**config.mk**
```make
export PLATFORM = sky130hd
export DESIGN_NAME = pmem_arbiter
export DESIGN_NICKNAME = d
export VERILOG_FILES = /design/src/rtl/pmem_arbiter.sv
export SDC_FILE = /design/constraint.sdc
export NUM_CORES = 1
export LEC_CHECK = 0
export CAP_MARGIN = 20
export CORE_AREA = 2 2 322 324
export CTS_CLUSTER_SIZE = 25
export DETAILED_ROUTE_END_ITERATION = 7
export DIE_AREA = 0 0 324 326
export HOLD_SLACK_MARGIN = 0.1
export PLACE_DENSITY = 0.32
export SLEW_MARGIN = 20
export SYNTH_ARGS = -nofsm -noshare
export SYNTH_HDL_FRONTEND = slang
export SYNTH_SLANG_ARGS = --single-unit
```
**constraint.sdc**
```tcl
create_clock -name clk -period 2.3 [get_ports clk]
set_input_delay 0.46 -clock clk [delete_from_list [all_inputs] [get_ports clk]]
set_output_delay 0.46 -clock clk [all_outputs]
set_load 0.01 [all_outputs]
```
**src/rtl/pmem_arbiter.sv**
```systemverilog
// pmem_arbiter
//   Two-client arbiter that places the I-side and D-side L1 caches onto a
//   single physical-memory port. The request of the granted client is
//   latched on the grant edge and held on the pmem bus until pmem_resp. The
//   response is then returned to that client only.
//
// Handshake: each client holds read or write high as a level until it sees a
//   one-cycle x_resp pulse. Memory completes with a one-cycle pmem_resp. A
//   pmem_resp that arrives while no client is granted is ignored.
//
// Parameters
//   DPRIO  1: the D-side wins every conflict. 0: round-robin, and the last
//          loser wins the next conflict.
//   AW     address width
//   LW     line width
//
// Ports
//   clk, reset_n                         clock, async active-low reset
//   i_read/i_write/i_address/i_wdata     I-side request
//   i_rdata/i_resp                       I-side response
//   d_read/d_write/d_address/d_wdata     D-side request
//   d_rdata/d_resp                       D-side response
//   pmem_read/pmem_write/pmem_address/pmem_wdata   memory request
//   pmem_rdata/pmem_resp                 memory response
//   state_dbg                            FSM state (0 IDLE, 1 GNT_I, 2 GNT_D)
//
// Optional feature: macro ARB_PERF_CNT_EN adds the saturating 16-bit counters
//   perf_i_grants, perf_d_grants and perf_conflicts.
module pmem_arbiter #(
  parameter bit DPRIO = 1'b1,
  parameter int AW    = 16,
  parameter int LW    = 128
) (
  input  logic          clk,
  input  logic          reset_n,
  input  logic          i_read,
  input  logic          i_write,
  input  logic [AW-1:0] i_address,
  input  logic [LW-1:0] i_wdata,
  output logic [LW-1:0] i_rdata,
  output logic          i_resp,
  input  logic          d_read,
  input  logic          d_write,
  input  logic [AW-1:0] d_address,
  input  logic [LW-1:0] d_wdata,
  output logic [LW-1:0] d_rdata,
  output logic          d_resp,
  output logic          pmem_read,
  output logic          pmem_write,
  output logic [AW-1:0] pmem_address,
  output logic [LW-1:0] pmem_wdata,
  input  logic [LW-1:0] pmem_rdata,
  input  logic          pmem_resp,
  output logic [1:0]    state_dbg
`ifdef ARB_PERF_CNT_EN
  ,
  output logic [15:0]   perf_i_grants,
  output logic [15:0]   perf_d_grants,
  output logic [15:0]   perf_conflicts
`endif
);

  typedef enum logic [1:0] {
    IDLE  = 2'd0,
    GNT_I = 2'd1,
    GNT_D = 2'd2
  } state_t;

  state_t        state_q, state_d;
  logic          last_d_q, last_d_d;   // 1: the last completed grant was D
  logic [AW-1:0] addr_q, addr_d;
  logic [LW-1:0] wdata_q, wdata_d;
  logic          op_wr_q, op_wr_d;     // latched op, 1 = write

  logic i_req, d_req, conflict;

  assign i_req    = i_read | i_write;
  assign d_req    = d_read | d_write;
  assign conflict = i_req & d_req;

  // State register
  always_ff @(posedge clk or negedge reset_n) begin
    if (!reset_n) begin
      state_q  <= IDLE;
      last_d_q <= 1'b0;
      addr_q   <= '0;
      wdata_q  <= '0;
      op_wr_q  <= 1'b0;
    end else begin
      state_q  <= state_d;
      last_d_q <= last_d_d;
      addr_q   <= addr_d;
      wdata_q  <= wdata_d;
      op_wr_q  <= op_wr_d;
    end
  end

  // Next-state logic and request latching
  always_comb begin
    state_d  = state_q;
    last_d_d = last_d_q;
    addr_d   = addr_q;
    wdata_d  = wdata_q;
    op_wr_d  = op_wr_q;
    case (state_q)
      IDLE: begin
        if (conflict) begin
          // On a conflict D wins when it has fixed priority, or when I
          // received the last grant (round-robin).
          state_d = (DPRIO || !last_d_q) ? GNT_D : GNT_I;
        end else if (i_req) begin
          state_d = GNT_I;
        end else if (d_req) begin
          state_d = GNT_D;
        end
        // read & write together is illegal; write takes precedence.
        if (state_d == GNT_I) begin
          addr_d  = i_address;
          wdata_d = i_wdata;
          op_wr_d = i_write;
        end else if (state_d == GNT_D) begin
          addr_d  = d_address;
          wdata_d = d_wdata;
          op_wr_d = d_write;
        end
      end
      GNT_I: begin
        if (pmem_resp) begin
          state_d  = IDLE;
          last_d_d = 1'b0;
        end
      end
      GNT_D: begin
        if (pmem_resp) begin
          state_d  = IDLE;
          last_d_d = 1'b1;
        end
      end
      default: state_d = IDLE;
    endcase
  end

  // Output logic. The pmem bus carries only latched values, and it is
  // zeroed outside a grant so that every output is 0 while reset is held.
  logic gnt_i, gnt_d, gnt_any;

  always_comb begin
    gnt_i        = (state_q == GNT_I);
    gnt_d        = (state_q == GNT_D);
    gnt_any      = gnt_i | gnt_d;
    pmem_read    = gnt_any & ~op_wr_q;
    pmem_write   = gnt_any & op_wr_q;
    pmem_address = gnt_any ? addr_q : '0;
    pmem_wdata   = gnt_any ? wdata_q : '0;
    i_resp       = gnt_i & pmem_resp;
    d_resp       = gnt_d & pmem_resp;
    i_rdata      = i_resp ? pmem_rdata : '0;
    d_rdata      = d_resp ? pmem_rdata : '0;
    state_dbg    = state_q;
  end

`ifdef ARB_PERF_CNT_EN
  logic [15:0] perf_i_q, perf_i_d;
  logic [15:0] perf_d_q, perf_d_d;
  logic [15:0] perf_c_q, perf_c_d;

  always_comb begin
    perf_i_d = perf_i_q;
    perf_d_d = perf_d_q;
    perf_c_d = perf_c_q;
    if (state_q == IDLE && state_d == GNT_I && perf_i_q != 16'hFFFF)
      perf_i_d = perf_i_q + 16'd1;
    if (state_q == IDLE && state_d == GNT_D && perf_d_q != 16'hFFFF)
      perf_d_d = perf_d_q + 16'd1;
    if (state_q == IDLE && conflict && perf_c_q != 16'hFFFF)
      perf_c_d = perf_c_q + 16'd1;
  end

  always_ff @(posedge clk or negedge reset_n) begin
    if (!reset_n) begin
      perf_i_q <= '0;
      perf_d_q <= '0;
      perf_c_q <= '0;
    end else begin
      perf_i_q <= perf_i_d;
      perf_d_q <= perf_d_d;
      perf_c_q <= perf_c_d;
    end
  end

  assign perf_i_grants  = perf_i_q;
  assign perf_d_grants  = perf_d_q;
  assign perf_conflicts = perf_c_q;
`endif

`ifndef SYNTHESIS
  // Catch a client that drives read and write together when it is granted.
  always @(posedge clk) begin
    if (reset_n && state_q == IDLE) begin
      assert (!((state_d == GNT_I) && i_read && i_write))
        else $error("pmem_arbiter: I-side read and write both high");
      assert (!((state_d == GNT_D) && d_read && d_write))
        else $error("pmem_arbiter: D-side read and write both high");
    end
  end
`endif

endmodule

```
* Yosys cells after proc, flatten, opt, wreduce, memory -nomap -nowiden
Index checks and enable logic that the tools add are counted.
** Word-level totals
- Register bits after elaboration :: 147
- Word-level logic and storage cells :: 38
- Output and inout bits :: 406
** Cells by class
- Multiplexer cells :: 16
- Reduce and logical (&&, ||, !) cells :: 4
- Bitwise logic cells :: 9
- Equal/unequal tests :: 5
** Operators with widths (number)
- two-way mux 128 bit :: 5
- two-way mux 16 bit :: 3
- two-way mux 2 bit :: 5
- AND 1 bit :: 5
- == test 2 x 1 -> 1 bit, second input constant :: 2
- == test 2 bit, second input constant :: 2
- one-hot mux 2 bit (2 select lines) :: 1
- OR 1 bit :: 3
- logical NOT 2 bit :: 1
- two-way mux 1 bit :: 2
- inequality test 2 x 1 -> 1 bit, second input constant :: 1
- AND reduction 2 bit :: 1
- nonzero test 2 bit :: 1
- OR reduction 2 bit :: 1
- inverter 1 bit :: 1

* Logic depth before layout (Yosys ltp)
Gate-level depths: netlist (run 1).
- Depth in word-level cells :: 8
- Depth in mapped cells :: 9
- Depth with buffers taken out :: 6

* Worst setup path after synthesis (run 1)
Ideal clock, no wire load.
- Path type :: reg-to-output
- Start point :: register state_q[1] (netlist: state_dbg[1])
- End point :: output port pmem_address[10]
- Cell stages (with the launch flop) :: 6
- Required time :: 1.840 ns
- Setup slack :: 0.387 ns
- Arrival :: 1.453 ns
- Cells stage by stage :: dfrtp_1 -> inv_1 -> ha_1 -> clkbuf_1 -> clkbuf_1 -> and2_1
** Between the ends
- Word-level cells in the longest chain between the ends :: 3
- Elaborated cells on any way between the ends :: 4
- Those cells by class :: eq/ne: 2; mux: 1; bitwise: 1
** Ends and longest elaborated chain
- start: declaration :: line 69 : state_t state_q, state_d;
- start signal: assignment :: line 90 : state_q <= state_d;
- == test 2 x 1 -> 1 bit / == test 2 bit (equally long branches)
- OR 1 bit * :: line 150 : gnt_any = gnt_i | gnt_d;
- two-way mux 16 bit * :: line 153 : pmem_address = gnt_any ? addr_q : '0;
- end: declaration :: line 50 : output logic [AW-1:0] pmem_address,
Every way passes the cells marked *; elsewhere a longest branch is shown, timed or not.

* Worst setup path in the final report (run 1)
- Start point :: register state_q[0] (netlist: state_dbg[0])
- End point :: output port pmem_wdata[63]
** Between the ends
- Word-level cells in the longest chain between the ends :: 3
- Elaborated cells on any way between the ends :: 4
- Those cells by class :: eq/ne: 2; mux: 1; bitwise: 1
** Ends and longest elaborated chain
- == test 2 x 1 -> 1 bit / == test 2 bit (equally long branches)
- OR 1 bit * :: line 150
- two-way mux 128 bit * :: line 154 : pmem_wdata = gnt_any ? wdata_q : '0;
- end: declaration :: line 51 : output logic [LW-1:0] pmem_wdata,
Marks and branches as above.

==> results.ini, run 1 <==
[status]
status=finished, violations left
violations=negative setup slack

[cts]
clock_latency_ps=480
clockBufferDepth=2
h-tree-depth=4
clk_pin_slew_worst_paths_ps=70
cts_tree=yes
clockRootBuffer=clkbuf_16
cts_made_buffers=17
cts.sinks=147

[global_routing]
use_met1_pct=13.9
grt_max_degree=44
met2_usage_pct=25.9
antenna_found_initial=36
grt.overflow.total=0
met3_usage_pct=4.79
top_usage_layer=met2
grt_pass1_wl_um=99800
grt_use_total_pct=13.6
grt_pass1_vias=12400

[critical_path]
rrSetupSlack_ps=80
cpPeakStageDelay_ps=380
endpoint=pmem_wdata[63]
crit_fanout=6
slowest_stage=dfrtp_1
required_ps=1840
crit_path_start=state_dbg[0]$_DFFE_PN0P_
crit_path_end_kind=output pin
cp-start-kind=flip-flop
reg2reg_depth=11
arrival_ps=2200
crit_path_frequent_cell=buf_12
r2r-end=wdata_q[78]$_DFFE_PN0P_
reg2reg_from=state_dbg[0]$_DFFE_PN0P_
critPathKind=reg2out
path_cells=inv_2 -> ha_4 -> buf_12 -> buf_12 -> buf_8 -> buf_8 -> buf_16 -> buf_12 -> and2_4 -> buf_6

[routing]
post_drt_wl_per_cell_um=22.1
viasPerCell=3.45
wl_um=76400
drc_errors=0
vias=12000
antenna_left=0
dr.first_iter.drc_count=447
dr.pass1.iters=4

[floorplanning]
coreArea_sq_um=103000
fp.dieArea_sq_um=106000
fp.dieW_um=324
io-pin-count=829
start_util_pct=9.45
fp.dieH_um=326
row_count=118

[sta]
finClkSkew_ps=17.2
finalHoldViolCount=0
worstMarginPinSlew_ps=447
period_share_pct=116
rsz0062_at_grt=yes
slew_headroom_pct=70.2
setup_slack_ps=-358
fmax_mhz=376
slew_violations=0
whs_ps=465
finalSetupViolCount=355
timing.final.crit_period_ps=2660

[yosys]
synth_area_sq_um=9690
yosysSeqAreaShare_pct=38.0
synth.distinct_cells=22
synth_cells=1124
synth_area_leaders=dfrtp_1 38%, and3_1 17%, mux2i_1 15%
yosysWarnings=0
synth_edf_count=0
yosysTopAreaCell=dfrtp_1
yosysTopAreaCellShare_pct=38.0
synthArstFlopShare_pct=100
synth.avg_cell_area_sq_um=8.62
synth_ff_type=dfrtp_1
syn_nets=1551
ys_ff_latch=147

[layout]
layout-drive-gt1-share_pct=34.6
area_growth_pct=127
fin_nets=2481

[hold_path]
hold_path_class=in2async

[power_and_ir_drop]
p_per_area_nw_per_um2=1090
ir_drop_mv=0.591
p_leak_uw=0.0105
p_total_uw=24000

[placement]
globalplace.congestion=0.780
dp_hpwl_um=62500
port_buffers=828

[run]
max_cap_viol_count=0

[synth_stat cells, types with 3 or more instances]
library cell / n
ha_1: 4
buf_2: 37
o21ai_1: 145
clkbuf_1: 64
buf_12: 5
nor2b_1: 3
and2_1: 147
buf_4: 12
mux2i_1: 145
nand2_1: 145
dfrtp_1: 147
and3_1: 256
[stage by stage]
step	cell area, sq um	setup TNS (ps)	setup slack, ps	util (%)	std cells
floorplan	9690	0	387	-	1124
global placement	20600	-35330	-509	20.1	3326
detailed placement	20600	-37450	-481	20.1	3326
CTS	22000	-145010	-537	21.4	3404
global route	22000	-91390	-464	21.5	3448
finish	22000	-53050	-358	21.5	3462
[worst min-delay path by stage]
| stage | end | slack, ps | startpoint |
|---|---|---|---|
| 6_report | wdata_q[26]$_DFFE_PN0P_ | 470 | reset_n |
| 4_1_cts | addr_q[9]$_DFFE_PN0P_ | 440 | reset_n |
| 3_3_place_gp | addr_q[9]$_DFFE_PN0P_ | 430 | reset_n |
| 3_5_place_dp | addr_q[9]$_DFFE_PN0P_ | 430 | reset_n |
| 2_1_floorplan | addr_q[0]$_DFFE_PN0P_ | 160 | reset_n |
| 5_1_grt | wdata_q[26]$_DFFE_PN0P_ | 480 | reset_n |
[flip-flops by register name, summed over array words and instances (netlist names)]
name / count
addr_q: 16
op_wr_q: 1
state_dbg: 2
wdata_q: 128
[power by group]
part | leakage [uW] | internal (uW) | switching [uW]
Combinational | 0.00844 | 9320 | 7150
Clock | 0.000282 | 1650 | 1360
Sequential | 0.00181 | 3850 | 663
[critical path: cells and delay by family (launching register included)]
kind,cells,cell delay (ps)
flip-flops,1,380
adder cells (fa/ha/maj),1,240
AND/OR/NAND/NOR,1,130
buffers and inverters,8,970
[cells in the final DEF, fill, tap and decap left out, types with 22 or more instances in the layout]
cell type / count
clkdlybuf4s50_1: 422
and3_1: 221
clkbuf_2: 151
dfrtp_1: 147
mux2i_1: 145
nand2_1: 145
o21ai_1: 145
buf_6: 135
buf_4: 109
and2_4: 76
and2_1: 71
buf_2: 67
buf_12: 63
and3_4: 35
clkbuf_16: 25
dlygate4sd2_1: 22
[per-layer routing]
metal	vias up	share of wire, %
met5	-	0.15
met4	18	2.5
met3	94	8.4
met2	530	53
met1	5569	36
li1	5739	-
[cell families (layout without fill, tap and decap cells)]
family                   count (synthesis)  in the layout  synth area share, %
multiplexers                           145            145                 15.0
buffers and inverters                  123           1066                 6.66
other                                    0             15                    0
AND/OR/NAND/NOR                        554            554                 32.0
flip-flops                             147            147                 38.0
adder cells (fa/ha/maj)                  4              4                0.516
AO/OA/AOI/OAI                          151            151                 7.93
[final cells by class]
class                   count  area [sq um]
clock buffers              20           447
fillers                 11400         80600
clock inverters            12           145
multi-input cells         854          5790
flip-flops and latches    147          3680
diodes                     15          37.5
inverters                   2          7.51
well taps                1380          1730
repair buffers           1032         10200
[what timing repair did]
action	4_1_cts	5_1_grt
resized for setup	726	698
cloned	13	10
pin swaps	2	3
endpoints found under the hold margin	34	0
hold buffers	1	0
setup endpoints to repair	404	405
setup buffers	34	40
Note: power is estimated with default switching activity, not from simulation.
==> inputs of run 2 (changes only) <==
--- a/config.mk
+++ b/config.mk
@@ -10,7 +10,6 @@
 export CTS_CLUSTER_SIZE = 25
 export DETAILED_ROUTE_END_ITERATION = 7
 export DIE_AREA = 0 0 324 326
-export HOLD_SLACK_MARGIN = 0.1
 export PLACE_DENSITY = 0.32
 export SLEW_MARGIN = 20
 export SYNTH_ARGS = -nofsm -noshare
==> results of run 2 <==
Final layout, timing and power as in run 1 (identical DEF).
